===== src/rtl/jit_pkg.sv =====
// Shared constants, command/status layouts and FSM encoding for the jit command sequencer.
package jit_pkg;

  localparam int unsigned CMD_W = 32;

  localparam logic [3:0]  CMD_TYPEA    = 4'hA;
  localparam logic [3:0]  CMD_TYPEB    = 4'hB;
  localparam logic [3:0]  CMD_TYPEC    = 4'hC;
  localparam logic [15:0] DONE_MAGIC   = 16'hBABE;
  localparam logic [3:0]  STAT_OK      = 4'h0;
  localparam logic [3:0]  STAT_TIMEOUT = 4'h1;
  localparam logic [7:0]  STATUS_TAG   = 8'hD0;
  localparam logic [7:0]  ERR_MAX      = 8'hFF;

  typedef enum logic [1:0] {
    ST_IDLE,
    ST_ISSUE,
    ST_WAIT,
    ST_REPORT
  } seq_state_e;

  // Host command word layout
  typedef struct packed {
    logic [3:0]  cls;
    logic [3:0]  acc_id;
    logic [7:0]  rsvd;
    logic [15:0] tag;
  } cmd_t;

  // Status word posted back to the host
  typedef struct packed {
    logic [7:0]  marker;
    logic [3:0]  status;
    logic [3:0]  acc_id;
    logic [15:0] tag;
  } status_t;

  // Start commands need a real accelerator id; B/C pass with any id
  function automatic logic cmd_legal(input cmd_t c, input int unsigned num_accs);
    return (c.cls == CMD_TYPEB) || (c.cls == CMD_TYPEC) ||
           ((c.cls == CMD_TYPEA) && (c.acc_id != 4'h0) && (32'(c.acc_id) <= num_accs));
  endfunction

endpackage


===== src/rtl/jit_cmd_fifo.sv =====
// Synchronous show-ahead FIFO holding host command words until the sequencer pops them.
module jit_cmd_fifo #(
  parameter int unsigned DEPTH = 8,
  parameter int unsigned WIDTH = 32
) (
  input  logic             clk_i,
  input  logic             rst_i,
  input  logic             wr_en_i,
  input  logic [WIDTH-1:0] wr_data_i,
  input  logic             rd_en_i,
  output logic [WIDTH-1:0] rd_data_o,
  output logic             full_o,
  output logic             empty_o
);

  localparam int unsigned AW = $clog2(DEPTH);
  localparam int unsigned PW = AW + 1;

  logic [PW-1:0]    wr_ptr_q, rd_ptr_q;
  logic [PW-1:0]    wr_ptr_d, rd_ptr_d;
  logic [WIDTH-1:0] mem_q [DEPTH];
  logic             do_wr, do_rd;

  assign full_o    = (wr_ptr_q[AW] != rd_ptr_q[AW]) && (wr_ptr_q[AW-1:0] == rd_ptr_q[AW-1:0]);
  assign empty_o   = (wr_ptr_q == rd_ptr_q);
  assign do_wr     = wr_en_i && !full_o;
  assign do_rd     = rd_en_i && !empty_o;
  assign rd_data_o = mem_q[rd_ptr_q[AW-1:0]];

  // Pointer advance; the extra MSB distinguishes full from empty
  always_comb begin
    wr_ptr_d = wr_ptr_q;
    rd_ptr_d = rd_ptr_q;
    if (do_wr) wr_ptr_d = wr_ptr_q + PW'(1);
    if (do_rd) rd_ptr_d = rd_ptr_q + PW'(1);
  end

  // Pointer registers; reset flushes the contents
  always_ff @(posedge clk_i) begin
    if (rst_i) begin
      wr_ptr_q <= '0;
      rd_ptr_q <= '0;
    end else begin
      wr_ptr_q <= wr_ptr_d;
      rd_ptr_q <= rd_ptr_d;
    end
  end

  // Storage array, written at the write pointer
  always_ff @(posedge clk_i) begin
    if (do_wr) mem_q[wr_ptr_q[AW-1:0]] <= wr_data_i;
  end

endmodule


===== src/rtl/jit_cmd_sequencer.sv =====
// Buffers host commands, issues them one at a time to dispatch and reports start-run completion.
module jit_cmd_sequencer
  import jit_pkg::*;
#(
  parameter int unsigned FIFO_DEPTH     = 8,
  parameter int unsigned TIMEOUT_CYCLES = 1024,
  parameter int unsigned NUM_ACCs       = 2
) (
  input  logic        ACLK,
  input  logic        ARESET,
  output logic        sH_tready,
  input  logic        sH_tvalid,
  input  logic [31:0] sH_tdata,
  input  logic        mD_tready,
  output logic        mD_tvalid,
  output logic [31:0] mD_tdata,
  output logic        sD_tready,
  input  logic        sD_tvalid,
  input  logic [31:0] sD_tdata,
  input  logic        mH_tready,
  output logic        mH_tvalid,
  output logic [31:0] mH_tdata,
  output logic        BUSY,
  output logic        TIMEOUT,
  output logic [7:0]  ERR_CNT
);

  localparam int unsigned TW = $clog2(TIMEOUT_CYCLES);
  localparam logic [TW-1:0] TIMER_LAST = TW'(TIMEOUT_CYCLES - 1);

  seq_state_e    state_q, state_d;
  cmd_t          rcmd_q, rcmd_d;
  logic [3:0]    status_q, status_d;
  logic [TW-1:0] timer_q, timer_d;
  logic [7:0]    err_q, err_d;
  logic          timeout_q, timeout_d;

  logic          fifo_push, fifo_pop, fifo_full, fifo_empty;
  logic [CMD_W-1:0] fifo_rdata;
  logic          drop_err, stray_err, wait_match;
  logic [1:0]    err_inc;
  logic [8:0]    err_sum;
  status_t       status_word;

  assign sH_tready = !ARESET && !fifo_full;
  assign fifo_push = sH_tvalid && sH_tready;

  jit_cmd_fifo #(
    .DEPTH (FIFO_DEPTH),
    .WIDTH (CMD_W)
  ) u_fifo (
    .clk_i     (ACLK),
    .rst_i     (ARESET),
    .wr_en_i   (fifo_push),
    .wr_data_i (sH_tdata),
    .rd_en_i   (fifo_pop),
    .rd_data_o (fifo_rdata),
    .full_o    (fifo_full),
    .empty_o   (fifo_empty)
  );

  // Next-state, pop/error strobes and counter updates
  always_comb begin
    state_d    = state_q;
    rcmd_d     = rcmd_q;
    status_d   = status_q;
    timer_d    = timer_q;
    timeout_d  = timeout_q;
    fifo_pop   = 1'b0;
    drop_err   = 1'b0;
    wait_match = 1'b0;

    unique case (state_q)
      ST_IDLE: begin
        if (!fifo_empty) begin
          fifo_pop = 1'b1;
          rcmd_d   = cmd_t'(fifo_rdata);
          if (cmd_legal(cmd_t'(fifo_rdata), NUM_ACCs)) state_d = ST_ISSUE;
          else                                         drop_err = 1'b1;
        end
      end
      ST_ISSUE: begin
        if (mD_tready) begin
          if (rcmd_q.cls == CMD_TYPEA) begin
            state_d = ST_WAIT;
            timer_d = '0;
          end else begin
            state_d = ST_IDLE;
          end
        end
      end
      ST_WAIT: begin
        wait_match = sD_tvalid && (sD_tdata == {DONE_MAGIC, 12'h000, rcmd_q.acc_id});
        if (wait_match) begin
          state_d  = ST_REPORT;
          status_d = STAT_OK;
        end else if (timer_q == TIMER_LAST) begin
          state_d   = ST_REPORT;
          status_d  = STAT_TIMEOUT;
          timeout_d = 1'b1;
        end else begin
          timer_d = timer_q + TW'(1);
        end
      end
      ST_REPORT: begin
        if (mH_tready) state_d = ST_IDLE;
      end
      default: state_d = ST_IDLE;
    endcase

    // Any completion word not consumed as the awaited match is an error
    stray_err = sD_tvalid && !wait_match;
    err_inc   = {1'b0, drop_err} + {1'b0, stray_err};
    err_sum   = {1'b0, err_q} + {7'b0, err_inc};
    err_d     = err_sum[8] ? ERR_MAX : err_sum[7:0];
  end

  // State and datapath registers
  always_ff @(posedge ACLK) begin
    if (ARESET) begin
      state_q   <= ST_IDLE;
      rcmd_q    <= '0;
      status_q  <= '0;
      timer_q   <= '0;
      err_q     <= '0;
      timeout_q <= 1'b0;
    end else begin
      state_q   <= state_d;
      rcmd_q    <= rcmd_d;
      status_q  <= status_d;
      timer_q   <= timer_d;
      err_q     <= err_d;
      timeout_q <= timeout_d;
    end
  end

  assign status_word = '{marker: STATUS_TAG, status: status_q, acc_id: rcmd_q.acc_id,
                         tag: rcmd_q.tag};

  // Outputs decode registered state and are forced low while reset is held
  assign sD_tready = !ARESET;
  assign mD_tvalid = !ARESET && (state_q == ST_ISSUE);
  assign mD_tdata  = ARESET ? '0 : rcmd_q;
  assign mH_tvalid = !ARESET && (state_q == ST_REPORT);
  assign mH_tdata  = ARESET ? '0 : status_word;
  assign BUSY      = !ARESET && ((state_q != ST_IDLE) || !fifo_empty);
  assign TIMEOUT   = !ARESET && timeout_q;
  assign ERR_CNT   = ARESET ? '0 : err_q;

endmodule


===== config.mk =====
export PLATFORM = sky130hd
export DESIGN_NAME = jit_cmd_sequencer
export DESIGN_NICKNAME = d
export VERILOG_FILES = /design/src/rtl/jit_pkg.sv /design/src/rtl/jit_cmd_fifo.sv /design/src/rtl/jit_cmd_sequencer.sv
export SDC_FILE = /design/constraint.sdc
export NUM_CORES = 1
export LEC_CHECK = 0
export CORE_ASPECT_RATIO = 0.5
export CORE_MARGIN = 8
export CORE_UTILIZATION = 40
export CTS_CLUSTER_SIZE = 8
export DETAILED_ROUTE_END_ITERATION = 6
export SLEW_MARGIN = 30
export SYNTH_ARGS = -nofsm -noshare
export SYNTH_HDL_FRONTEND = slang
export SYNTH_SLANG_ARGS = --single-unit

===== constraint.sdc =====
create_clock -name ACLK -period 4.3 [get_ports ACLK]
set_input_delay 0.43 -clock ACLK [delete_from_list [all_inputs] [get_ports ACLK]]
set_output_delay 0.43 -clock ACLK [all_outputs]
set_load 0.005 [all_outputs]

==> impl_results.md, run 1 <==
* Status: complete, no violations
* Tcrit/Tclk final at 0.820
* Design area at 16200 µm²
* Slew HR at 0.373
* Initial Util at 0.410
* Post-CTS Hold Buffers at 0
* DR WL/cell at 20.8 µm
* Later-pin clock latency in the skew report at 0.55 ns
* Register area share after synthesis at 0.686
* Port buffer count at 139
* Crit-path cells: buf_4 -> mux4_2 -> xnor2_1 -> o41ai_1 -> a21oi_1 -> o21a_1 -> nand2_1 -> fa_1 -> inv_1 -> ha_1 -> nand4_1 -> a21oi_1
* Top cell by count, worst path: a21oi_1
* Register bit total from synthesis at 321
* Worst vdd ir at 0.334 mV
* Iter 0 DRT Violations at 388
* PD cells at 551 nW/µm²
* Ys Warns at 0
* Total CTS buffers at 46
* Max FO, Critical Path at 16
* Fin worst setup slack at 0.774 ns
* Die area at 39200 µm²
* Die span in y at 144 µm
* TNS Setup at 0 ns
* Layout cells sized above 1 at 0.181
* Clk slew on worst S/H paths at 0.05 ns
* Worst EP required at 4.77 ns
* Synthesis-to-layout area growth at 23.3%
* Initial DRT Pass Iterations at 4
* Final HPWL DP at 17000 µm
* Cells after synthesis at 772
* Worst Skew at 0.0112 ns
* Setup Buffers After CTS at 0
* CTS tree: built
* Kind of cell adding the most delay to the critical path: compound AO/OA/AOI/OAI gates
* R2R depth at 12
* Placed cells at 1299
* Flop2flop setup slack at 0.77 ns
* Crit Path Category: flip-flop to flip-flop
* Tightest Pin Transition at 0.941 ns
* Filler Cells Inserted at 2581
* Slowest cell delay on critical path at 0.66 ns
* Commonest non-fill, non-tap cell in the layout: edfxtp_1
* Crit path DAT at 4.00 ns
* Final setup violating endpoints at 0
* Syn avg cell area at 17.0 µm²
* Clock sink total at 321
* Number of global-route vias before repair at 7493
* Fin util at 0.506
* Hold Path Stages at 2
* Antenna violations before repair at 1
* Buffers & Inverters on Critical Path at 2
* GRT Residual Overflow at 0
* GP Congestion at 0.762
* Commonest non-fill, non-tap cells in the layout: edfxtp_1 (256), clkdlybuf4s50_1 (138), dfxtp_1 (62)
* Ys async rst share at 0
* Crit end category: flip-flop
* Antenna-violating nets left at 0
* Reg2reg end: err_q[1]
* Nets at 990
* Max Slew Vio Count at 0
* Cell Area, Placed at 14800 µm²
* Startpoint types: flip-flop
* H-tree levels at 2
* Final Critical Period at 3.53 ns
* Avg Vias per Cell at 5.11
* Final Routed Wirelength at 28800 µm
* Yosys cell types at 54
* Max frequency at 284 MHz
* Max-cap violations at 0
* Hold WS at 0.369 ns
* Via count at 7060
* First-pass GRT wire length at 44200 µm
* Hold endpoint: u_fifo.wr_ptr_q[2]
* Worst hold start: ARESET
* Clock buffer depth at 3
* Dpl ws at 0.836 ns
* Largest net degree at the start of global routing at 69
* CTS root buf: clkbuf_16
* GR Util All Layers at 0.146
* Post_cts resized at 0
* Floorplan row count at 46
* RSZ-0062 raised after global routing: no
* Netlist Area Pre-Place at 13100 µm²
* Ant. Diodes at 0
* Hold Vio Cnt, Final at 0
* DR DRC count at 0
* Top_reg_cell synth: edfxtp_1
* Number of flops mapped to enable cells by yosys at 256
* I/O pins at 148
* Final Power at 8.90 mW
* Die Span X at 272 µm
* Worst Hold Class: primary input to flip-flop
* CORE AREA at 31900 µm²
* Critical path's slowest cell: dfxtp_2
* Leakage at 5.13 nW
* Final std cells w/o fill at 1381
[area by class of cell]
type / instances / area [µm²] / area share
Inverter: 7 / 26.3 / 0.00163
Clock buffer: 78 / 1270 / 0.0787
Sequential cell: 321 / 8990 / 0.557
Timing Repair Buffer: 159 / 1540 / 0.0952
Tap cell: 432 / 541 / 0.0334
Multi-Input combinational cell: 380 / 3720 / 0.230
Clock inverter: 4 / 67.6 / 0.00418
[kinds of logic after synthesis]
family,Yosys count,synth area share
AOI/OAI and AO/OA,57,0.0381
xor gates and xnor gates,27,0.0180
adders and majority gates,5,0.00535
buffers and inverters,78,0.0369
DFF,321,0.686
muxes,94,0.136
other,1,0.000286
and+or+nand+nor,189,0.0796
[registers in the layout (all words and copies together) (netlist names), named ones only]
name             flops
status_q             1
state_q              1
timeout_q            1
u_fifo.rd_ptr_q      4
u_fifo.wr_ptr_q      4
rcmd_q              32
timer_q             10
u_fifo.mem_q       256
err_q                8
[power by group]
group / internal, mW / total (mW) / switching [mW]
registers: 3.54 / 3.72 / 0.182
logic: 0.957 / 1.89 / 0.931
clock network: 2.01 / 3.29 / 1.29
[cell usage after synthesis (all sizes together) (2+ instances only)]
library cell	n	area, µm²
or4b	2	23.8
o21ai	4	20.0
buf	55	393
nand2b	8	50.1
nor2b	42	263
nor4bb	2	20.0
mux2i	30	317
nand3	6	30.0
inv	7	26.3
nor4	7	81.3
o21a	2	15.0
xor2	9	78.8
and4b	3	30.0
nor3	11	55.1
mux4	64	1460
nand4	7	43.8
xnor2	18	158
a211oi	28	310
nor3b	5	47.5
a311oi	5	43.8
dfxtp	65	1300
clkbuf	16	63.8
nor4b	2	23.8
nand2	25	93.8
ha	4	50.1
a21oi	13	65.1
edfxtp	256	7690
nor2	63	236
[how the worst max path moves through the flow]
| stage | endpoint | start | slack [ns] | cells after the start |
|---|---|---|---|---|
| after floorplan | u_fifo.mem_q[1][0] | u_fifo.wr_ptr_q[1] | 0.49 | 5 |
| after global placement | err_q[1] | flip-flop | 0.87 | 12 |
| after detailed placement | err_q[1] | flip-flop | 0.84 | 12 |
| after CTS | err_q[1] | flip-flop | 0.78 | 12 |
| after global routing | err_q[1] | flip-flop | 0.50 | 11 |
| final | err_q[1] | flip-flop | 0.77 | 12 |
[metal layers]
layer / share of wire / GRT usage / up-vias
met3: 0.048 / 0.0300 / 34
met4: 0.017 / 0.0461 / 2
met5: 0.00045 / 0 / -
met2: 0.49 / 0.247 / 164
met1: 0.45 / 0.189 / 3607
li1: - / - / 3253
No activity file was read; power rests on OpenSTA's default activity.
==> run 2, diff against run 1 <==
==> constraint.sdc (replaced) <==
create_clock -name ACLK -period 3.5 [get_ports ACLK]
set_input_delay 0.35 -clock ACLK [delete_from_list [all_inputs] [get_ports ACLK]]
set_output_delay 0.35 -clock ACLK [all_outputs]
set_load 0.005 [all_outputs]
==> run 2 against run 1 <==
  * Global-route usage fell by 0.14 points
  * First-iteration DRC count fell by 25%
  * Combinational power rose by 28%
  * Utilization is 0.29 points higher
  * Routed wire length decreased by 0.50%
  * Final cell count rose by 0.51%
  * Critical path depth is 1 lower
  * Via count barely moved
  * Maximum frequency increased by 8.3%
  * Sequential share of layout area decreased by 0.32 points
  * Non-clock buffer count is 5 higher
  * Largest cell class unchanged
  * Highest routed layer is now met4
==> impl_results.md, run 2 (synthesis results as in run 1) <==
* Die Span X at 272 µm
* CTS tree: built
* Dpl ws at 0.0865 ns
* Cell Area, Placed at 14900 µm²
* Design area at 16300 µm²
* Clock buffer depth at 3
* Port buffer count at 139
* Reg power frac at 0.410
* Switching Fraction at 0.267
* Final Critical Period at 3.25 ns
* Crit Path Category: flip-flop to flip-flop
* Final Routed Wirelength at 28600 µm
* Final setup violating endpoints at 0
* Crit-path cells: mux4_1 -> mux2i_4 -> nor3b_1 -> a311oi_1 -> o21a_1 -> nand2_1 -> fa_1 -> nor2b_1 -> nand4_1 -> xor2_1 -> a21oi_1
* Crit end category: flip-flop
* CORE AREA at 31900 µm²
* GRT Residual Overflow at 0
* Later-pin clock latency in the skew report at 0.55 ns
* Number of global-route vias before repair at 7427
* Via count at 7067
* Slowest cell delay on critical path at 0.65 ns
* Max FO, Critical Path at 9
* CTS root buf: clkbuf_16
* Critical path's slowest cell: mux4_1
* Avg Vias per Cell at 5.09
* DR DRC count at 0
* Worst Hold Class: primary input to flip-flop
* Nets at 995
* Reg area at 8990 µm²
* Clock sink total at 321
* Largest net degree at the start of global routing at 96
* Fin worst setup slack at 0.245 ns
* Max reg flops at 256
* Tcrit/Tclk final at 0.930
* Iter 0 DRT Violations at 292
* GP Congestion at 0.767
* Filler Cells Inserted at 2598
* Final HPWL DP at 17600 µm
* Synthesis-to-layout area growth at 24.0%
* Max-cap violations at 0
* Worst vdd ir at 0.350 mV
* Max frequency at 307 MHz
* H-tree levels at 2
* Combinational Power Share at 0.219
* Die span in y at 144 µm
* Startpoint types: flip-flop
* Die area at 39200 µm²
* Leakage at 5.18 nW
* Clk slew on worst S/H paths at 0.05 ns
* Clock power frac at 0.371
* Commonest non-fill, non-tap cells in the layout: edfxtp_1 (256), clkdlybuf4s50_1 (138), dfxtp_1 (62)
* Max Slew Vio Count at 0
* Tightest Pin Transition at 0.694 ns
* RSZ-0062 raised after global routing: no
* Worst EP required at 3.89 ns
* Initial DRT Pass Iterations at 4
* Sw Pwr at 2.95 mW
* Status: complete, no violations
* Initial Util at 0.410
* Ant. Diodes at 0
* GR Util All Layers at 0.145
* Floorplan row count at 46
* DR WL/cell at 20.6 µm
* Hold Vio Cnt, Final at 0
* Antenna-violating nets left at 0
* Worst Skew at 0.0290 ns
* Layout cells sized above 1 at 0.185
* I/O pins at 148
* First-pass GRT wire length at 43900 µm
* Power Internal at 8.07 mW
* Crit path DAT at 3.65 ns
* Commonest non-fill, non-tap cell in the layout: edfxtp_1
* Total CTS buffers at 46
* Area of the multi-input gates at 3720 µm²
* Slew HR at 0.537
* Antenna violations before repair at 0
* PD cells at 678 nW/µm²
-- run 2: changes by cell type in the layout (fill, tap and decap cells not counted), sizes merged --
cell | previous run | this run
inv | 9 | 8
buf | 21 | 26
clkbuf | 78 | 81
-- run 2: cell type report --
cell class	count	share of cell area
Inverter	7	0.00162
Multi-Input combinational cell	380	0.229
Clock buffer	81	0.0802
Clock inverter	3	0.00362
Sequential cell	321	0.553
Tap cell	432	0.0333
Timing Repair Buffer	164	0.0990
-- run 2: final timing paths --
check	startpoint	slack, ns	depth (start not counted)	end
max	flip-flop	0.25	11	err_q[5]
min	ARESET	0.31	4	u_fifo.wr_ptr_q[1]
max reg2reg	flip-flop	0.25	11	err_q[5]
min reg2reg	timeout_q	0.46	2	timeout_q
-- run 2: metrics by stage --
step | util | hold slack, ns | instances | TNS (ns) | power, mW
global route | 0.509 | 0.317 | 1388 | 0 | 11.5
finish | 0.509 | 0.309 | 1388 | 0 | 11.0
detailed placement | 0.465 | 0.449 | 1302 | 0 | 7.01
CTS | 0.508 | 0.302 | 1386 | 0 | 11.1
global placement | 0.465 | 0.449 | 1302 | 0 | 6.98
floorplan | - | 0.432 | 779 | -19.90 | 6.33
-- run 2: critical path: cells and delay by family, from the launching register on --
family                     cells  cell delay, ns
muxes                          2            0.86
AOI/OAI and AO/OA              3            0.56
DFF                            1            0.47
xor gates and xnor gates       1            0.17
adders and majority gates      1            0.41
and+or+nand+nor                4            0.64
-- run 2: routing by layer --
metal	share of wire	vias to the layer above	global-route usage
li1	-	3259	-
met1	0.45	3613	0.185
met2	0.49	154	0.253
met3	0.044	41	0.0307
met4	0.014	0	0.0332
met5	0	-	0
-- run 2: power by group through the flow --
stage / clock network (mW) / logic, mW / registers, mW
2_1_floorplan: 0 / 1.83 / 4.50
5_1_grt: 4.37 / 2.63 / 4.55
3_3_place_gp: 0 / 2.39 / 4.59
4_1_cts: 4.18 / 2.43 / 4.52
6_report: 4.09 / 2.41 / 4.52
3_5_place_dp: 0 / 2.42 / 4.59
-- run 2: repair_timing --
| item | 4_1_cts | 5_1_grt |
|---|---|---|
| buffers inserted | 0 | 1 |
| hold buffers | 0 | 0 |
| resized for setup | 0 | 1 |
| setup endpoints to repair | 0 | 6 |
==> run 3, diff against run 2 <==
--- a/config.mk
+++ b/config.mk
@@ -6,10 +6,10 @@
 export NUM_CORES = 1
 export LEC_CHECK = 0
 export CORE_ASPECT_RATIO = 0.5
-export CORE_MARGIN = 8
-export CORE_UTILIZATION = 40
+export CORE_UTILIZATION = 45
 export CTS_CLUSTER_SIZE = 8
 export DETAILED_ROUTE_END_ITERATION = 6
+export PLACE_DENSITY = 0.66
 export SLEW_MARGIN = 30
 export SYNTH_ARGS = -nofsm -noshare
 export SYNTH_HDL_FRONTEND = slang
==> run 3 against run 2 <==
  * Sequential power about the same
  * Utilization increased by 6.7 points
  * Setup slack got worse by 0.080 ns
==> impl_results.md, run 3 (synthesis results as in run 1) <==
* I/O pins at 148
* Ant. Diodes at 0
* Setup Buffers After CTS at 0
* Final setup violating endpoints at 0
* Post-CTS Hold Buffers at 0
* Clk slew on worst S/H paths at 0.05 ns
* Max reg flops at 256
* Reg2reg end: err_q[0]
* Crit Path Category: flip-flop to flip-flop
* TNS Setup at 0 ns
* Final Critical Period at 3.33 ns
* Fin worst setup slack at 0.165 ns
* Nets at 997
* Commonest non-fill, non-tap cells in the layout: edfxtp_1 (256), clkdlybuf4s50_1 (138), dfxtp_1 (62)
* Max frequency at 300 MHz
* Detail Route met2 WL at 12900 µm
* CTS root buf: clkbuf_16
* Startpoint types: flip-flop
* Worst vdd ir at 0.398 mV
* Die area at 29900 µm²
* Worst hold start: ARESET
* Hold endpoint: u_fifo.wr_ptr_q[1]
* Clock sink total at 321
* Tcrit/Tclk final at 0.953
* GP Congestion at 0.768
* CTS tree: built
* H-tree levels at 2
* Worst Hold Class: primary input to flip-flop
* Worst Skew at 0.0139 ns
* Final HPWL DP at 16400 µm
* DR DRC count at 0
* Fin util at 0.576
* Slew HR at 0.586
* Initial DRT Pass Iterations at 4
* Flop2flop setup slack at 0.17 ns
* R2R depth at 11
* Leakage at 5.18 nW
* Antenna-violating nets left at 0
* Met1 Wirelength at 12400 µm
* Max FO, Critical Path at 11
* Die span in y at 123 µm
* Worst EP required at 3.97 ns
* Post_cts resized at 0
* Commonest non-fill, non-tap cell in the layout: edfxtp_1
* Tightest Pin Transition at 0.621 ns
* Met3 wirelength from detailed routing at 1580 µm
* GRT Residual Overflow at 0
* RSZ-0062 raised after global routing: no
* Uppermost layer routed: met4
* Max-cap violations at 0
* Status: complete, no violations
* Clock buffer depth at 3
* CORE AREA at 28100 µm²
* PD cells at 678 nW/µm²
* Via count at 7019
* Die Span X at 243 µm
* Later-pin clock latency in the skew report at 0.54 ns
* Avg Vias per Cell at 5.24
* Floorplan row count at 43
* Iter 0 DRT Violations at 530
* Synthesis-to-layout area growth at 23.7%
* Dpl ws at 0.214 ns
* Largest net degree at the start of global routing at 58
* Hold Vio Cnt, Final at 0
* First-pass GRT wire length at 41700 µm
* Crit end category: flip-flop
* Final Routed Wirelength at 27300 µm
* Layout cells sized above 1 at 0.187
* Antenna violations before repair at 0
* Port buffer count at 139
* Hold Path Stages at 5
* Number of global-route vias before repair at 7318
* Crit path DAT at 3.80 ns
* Initial Util at 0.466
* Final Power at 11.0 mW
* Max Slew Vio Count at 0
* DR WL/cell at 20.4 µm
* Total CTS buffers at 46
* GR Util All Layers at 0.187
-- run 3: cell types whose count changed in the layout (fill, tap and decap cells not counted), sizes merged --
cell,change
buf,+2
clkbuf,-2
inv,+1
-- run 3: final cells by class --
| cell class | instances | area, µm² |
|---|---|---|
| clock buffer | 79 | 1270 |
| clock inverter | 4 | 67.6 |
| fill | 2118 | 11900 |
| inverter | 7 | 26.3 |
| multi-input combinational | 380 | 3720 |
| sequential | 321 | 9000 |
| tap | 382 | 478 |
| timing repair buffer | 166 | 1650 |
-- run 3: worst max path at each step --
| stage | start | end | cells after the start |
|---|---|---|---|
| 3_3_place_gp | flip-flop | err_q[0] | 11 |
| 2_1_floorplan | u_fifo.wr_ptr_q[1] | u_fifo.mem_q[1][0] | 5 |
| 3_5_place_dp | flip-flop | err_q[0] | 11 |
| 6_report | flip-flop | err_q[0] | 11 |
| 5_1_grt | flip-flop | err_q[0] | 11 |
| 4_1_cts | flip-flop | err_q[0] | 11 |
-- run 3: report_power, final --
| part | switching [mW] | leakage, nW | internal (mW) |
|---|---|---|---|
| clock | 1.57 | 0.636 | 2.47 |
| sequential | 0.180 | 2.85 | 4.35 |
| combinational | 1.20 | 1.70 | 1.21 |
-- run 3: critical path: stages (launching register included) --
cell      delay, ns
dfxtp_4        0.43
mux4_1         0.63
mux2i_4        0.22
nor3b_1        0.08
a311oi_1       0.36
o21a_1         0.22
nand2_1        0.08
fa_1           0.41
inv_1          0.07
ha_1           0.26
nand4_1        0.27
a21oi_1        0.22
-- run 3: routing by layer --
metal	global-route usage	vias to the layer above
li1	-	3266
met1	0.250	3510
met2	0.310	204
met3	0.0424	39
met4	0.0499	0
met5	0	-
-- run 3: through the flow --
| stage | instances | hold WS (ns) | area [µm²] |
|---|---|---|---|
| after detailed placement | 1256 | 0.452 | 14900 |
| after global placement | 1256 | 0.453 | 14900 |
| final | 1339 | 0.275 | 16200 |
| after floorplan | 779 | 0.432 | 13100 |
| after CTS | 1339 | 0.266 | 16200 |
| after global routing | 1339 | 0.302 | 16200 |
